==> src/rtl/rgst_if.sv <==
// rtl/rgst_if.sv - control/data bundle for the rgst storage register.
// Optional macro RGST_PARITY_EN adds the registered parity bit q_par.
interface rgst_if #(
    parameter int w = 8
);
    logic         ld;
    logic         clr;
    logic [w-1:0] d;
    logic [w-1:0] q;
`ifdef RGST_PARITY_EN
    logic         q_par;

    modport master (output ld, output clr, output d, input q, input q_par);
    modport slave  (input ld, input clr, input d, output q, output q_par);
`else
    modport master (output ld, output clr, output d, input q);
    modport slave  (input ld, input clr, input d, output q);
`endif
endinterface

==> src/rtl/rgst.sv <==
// rtl/rgst.sv - w-bit register: async reset to RST_VAL, sync clear > load > hold.
// Optional macro RGST_PARITY_EN adds registered even parity output q_par.
module rgst #(
    parameter int           w       = 8,
    parameter logic [w-1:0] RST_VAL = '0
) (
    input  logic  clk,
    input  logic  rst_b,
    rgst_if.slave bus
);
    logic [w-1:0] q_d;
    logic [w-1:0] q_q;

    // Clear wins over load and yields all zeros, not RST_VAL.
    always_comb begin
        q_d = q_q;
        if (bus.clr) begin
            q_d = '0;
        end else if (bus.ld) begin
            q_d = bus.d;
        end
    end

    always_ff @(posedge clk or posedge rst_b) begin
        if (rst_b) begin
            q_q <= RST_VAL;
        end else begin
            q_q <= q_d;
        end
    end

    assign bus.q = q_q;

`ifdef RGST_PARITY_EN
    logic par_d;
    logic par_q;

    // Parity of the value being loaded keeps q_par aligned with q; clear gives 0.
    always_comb begin
        par_d = ^q_d;
    end

    always_ff @(posedge clk or posedge rst_b) begin
        if (rst_b) begin
            par_q <= ^RST_VAL;
        end else begin
            par_q <= par_d;
        end
    end

    assign bus.q_par = par_q;
`endif
endmodule

==> src/flat_wrapper.sv <==
// flat-port wrapper written by rule: the top's interface ports become plain ports
module rgst_flat 
#(
    parameter int           w       = 8,
    parameter logic [w-1:0] RST_VAL = '0
)
  (clk, rst_b, bus_ld, bus_clr, bus_d, bus_q);
  rgst_if #(.w(w)) bus_i ();
  input  logic clk;
  input  logic rst_b;
  input wire logic [$bits(bus_i.ld)-1:0] bus_ld;
  input wire logic [$bits(bus_i.clr)-1:0] bus_clr;
  input wire logic [$bits(bus_i.d)-1:0] bus_d;
  output wire logic [$bits(bus_i.q)-1:0] bus_q;
  assign bus_i.ld = bus_ld;
  assign bus_i.clr = bus_clr;
  assign bus_i.d = bus_d;
  assign bus_q = bus_i.q;
  rgst #(.w(w), .RST_VAL(RST_VAL)) u_core (.clk(clk), .rst_b(rst_b), .bus(bus_i));
endmodule
==> config.mk <==
export PLATFORM = sky130hd
export DESIGN_NAME = rgst_flat
export DESIGN_NICKNAME = d
export VERILOG_FILES = /design/src/rtl/rgst_if.sv /design/src/rtl/rgst.sv /design/src/flat_wrapper.sv
export SDC_FILE = /design/constraint.sdc
export NUM_CORES = 1
export LEC_CHECK = 0
export BUFFER_PORTS_ARGS = -buffer_cell sky130_fd_sc_hd__clkbuf_2
export CAP_MARGIN = 20
export CELL_PAD_IN_SITES_DETAIL_PLACEMENT = 0
export CELL_PAD_IN_SITES_GLOBAL_PLACEMENT = 1
export CORE_AREA = 2 2 39 41
export CTS_CLUSTER_SIZE = 12
export DETAILED_ROUTE_END_ITERATION = 8
export DIE_AREA = 0 0 41 43
export PLACE_DENSITY = 0.64
export RECOVER_POWER = 100
export SYNTH_ARGS = -nofsm -noshare
export SYNTH_HDL_FRONTEND = slang
export SYNTH_SLANG_ARGS = --single-unit
==> constraint.sdc <==
create_clock -name clk -period 0.8 [get_ports clk]
set_input_delay 0 -clock clk [delete_from_list [all_inputs] [get_ports clk]]
set_output_delay 0 -clock clk [all_outputs]
set_load 0.005 [all_outputs]
==> flow_summary.ini <==
[worst_setup_path]
cp_max_fo = 2
critPathLaunchType = register
end_kind = output pin
timing.rr.end = u_core.bus.q[4]
setup.worst_path.class = reg2out
worstRegToRegCells = 2
worstReg2RegStart = u_core.bus.q[4]
path_cells = clkbuf_2
cpMaxStageDelayCell = dfrtp_1
required_ns = 0.80
critPathArrivalTime_ns = 0.73
crit_buf_inv = 1
r2r_slack_ns = 0.11
startpoint = u_core.bus.q[7]
cpLargestDelayFamily = flip-flops
slowest_delay_ns = 0.38

[min_path]
whs_endpoint = u_core.bus.q[0]
hold_path_depth = 3
min-delay-start = bus_d[0]
min_path_type = in2reg

[power_and_ir_drop]
total_power_mw = 0.849
powerDensity_nw_per_um2 = 1840
ir_worst_vdd_uv = 768
p_leak_nw = 0.269

[clock_tree]
cts_max_path_buffers = 2
cts_setup_buffers = 0
cts_buffers = 3
cts_tree = built
cts-htree-levels = 1
cts-resized-gates = 0
clkLatencyLatePin_ns = 0.25
cts_root_buffer = clkbuf_4
cts_sinks = 8
cts.clk_slew.worst_paths_ns = 0.05

[sta]
fin_crit_ns = 0.735
rsz0062_at_grt = no
fin_crit_sh_pct = 91.9
fin_hold_ws_ns = -0.00252
max_clock_freq_mhz = 1360
tns_ns = 0
final_hold_viol_count = 1
setup_viol_count_final = 0
relSlewSlack_pct = 79.6
drv_slew = 0
worstMarginPinSlew_ns = 0.305
fin_skew_ns = 0

[final_layout]
syn_to_final_growth_pct = 39.9
drive_gt1_share_pct = 43.8
fillerInstances = 154
largest_reg_flops = 8
nets = 62
n_antenna_cell = 0

[floorplanning]
io_pins = 20
floorplan.die_area_um2 = 1760
die_x_um = 41
start_util_pct = 23.8
num_rows = 14
core_area_um2 = 1380
die_h_um = 43

[synth]
ys_ff_latch = 8
yosysUniqueCellTypes = 6
synth_cells = 27
ys.warnings.count = 0
seq_area_frac_synth_pct = 60.8
syn_nets = 39
netlist_area_um2 = 329
syn_area_per_cell_um2 = 12.2

[detailed_routing]
drt_iter0_markers = 0
detail-route-antenna-nets = 0
vias = 256
wl_per_cell_um = 10.3
viasPerCell = 4.00
routed_wl_um = 656
route.detailed.drc = 0
drtPass1Iterations = 1

[run_status]
outcome = finished with violations
violations = hold timing

[grt]
grt_pass1_vias = 234
antenna_found_initial = 0
overflow = 0
grt_pass1_wl_um = 993
grt_max_degree = 9
grt_use_total_pct = 8.92

[placed_design]
gp_congestion = 0.652
port_buffers = 19

[flow_run]
drv_cap = 0
==> cells in the final DEF (no fill, tap or decap) <==
cell / Yosys / layout
dlygate4sd3_1: 0 / 1
clkbuf_2: 0 / 18
inv_1: 1 / 1
mux2i_1: 8 / 8
nor2_1: 8 / 8
clkbuf_1: 0 / 1
clkbuf_4: 0 / 3
dfrtp_1: 8 / 8
==> how the worst max path moves through the flow <==
stage	endpoint	slack (ns)	cells after the start
6_report	bus_q[7]	0.07	1
3_3_place_gp	u_core.bus.q[3]	0.14	2
4_1_cts	bus_q[7]	0.06	1
2_1_floorplan	u_core.bus.q[0]	0.15	2
3_5_place_dp	u_core.bus.q[3]	0.13	2
5_1_grt	bus_q[5]	0.02	1
==> final cells by class <==
class | count | area, µm² | share of cell area (%)
sequential | 8 | 200 | 43.5
multi-input combinational | 16 | 110 | 23.9
timing repair buffer | 20 | 104 | 22.6
clock buffer | 3 | 22.5 | 4.89
tap | 16 | 20.0 | 4.35
inverter | 1 | 3.75 | 0.815
==> synth_stat cells <==
library cell  number  area (µm²)
dfrtp_1            8         200
mux2i_1            8        80.1
inv_1              1        3.75
nor2_1             8        30.0
buf_1              1        3.75
buf_6              1        11.3
==> power by group <==
| group | leakage (nW) | total [mW] | internal (mW) | switching (mW) |
|---|---|---|---|---|
| combinational | 0.150 | 0.113 | 0.0595 | 0.0540 |
| sequential | 0.106 | 0.438 | 0.428 | 0.0106 |
| clock | 0.0138 | 0.297 | 0.171 | 0.126 |
| total | 0.269 | 0.849 | 0.658 | 0.191 |
==> kinds of logic (layout without fill, tap and decap cells) <==
logic type | after synthesis | after routing | synth area share, %
buf+inv | 3 | 24 | 5.70
simple gates | 8 | 8 | 9.13
mux | 8 | 8 | 24.3
flops | 8 | 8 | 60.8
==> worst reg2reg max path, cell delays in order, from the launching register on <==
cell	delay [ns]
dfrtp_1	0.37
mux2i_1	0.15
nor2_1	0.05
==> metal layers <==
| metal | track usage (%) | vias to the layer above | wire, µm |
|---|---|---|---|
| met1 | 12.0 | 122 | 286 |
| met3 | 1.57 | 0 | 41 |
| met2 | 11.6 | 6 | 329 |
| met5 | 0 | - | 0 |
| li1 | - | 128 | - |
| met4 | 8.00 | 0 | 0 |
==> per-stage QoR <==
stage	util, %	cell area (µm²)	hold WS [ns]	std cells	setup slack, ns
after floorplan	-	329	-0.184	27	0.147
after global placement	31.0	429	-0.0535	60	0.136
after detailed placement	31.0	429	-0.0574	60	0.125
after CTS	33.4	462	0.000706	64	0.0587
after global routing	33.3	460	0.00876	64	0.0242
final	33.3	460	-0.00252	64	0.0651
==> timing repair <==
action                     in CTS  in global routing
hold endpoints to repair        8                  0
hold buffers                    1                  0
setup endpoints to repair       0                  0
Power figures use the tool's default switching activity.
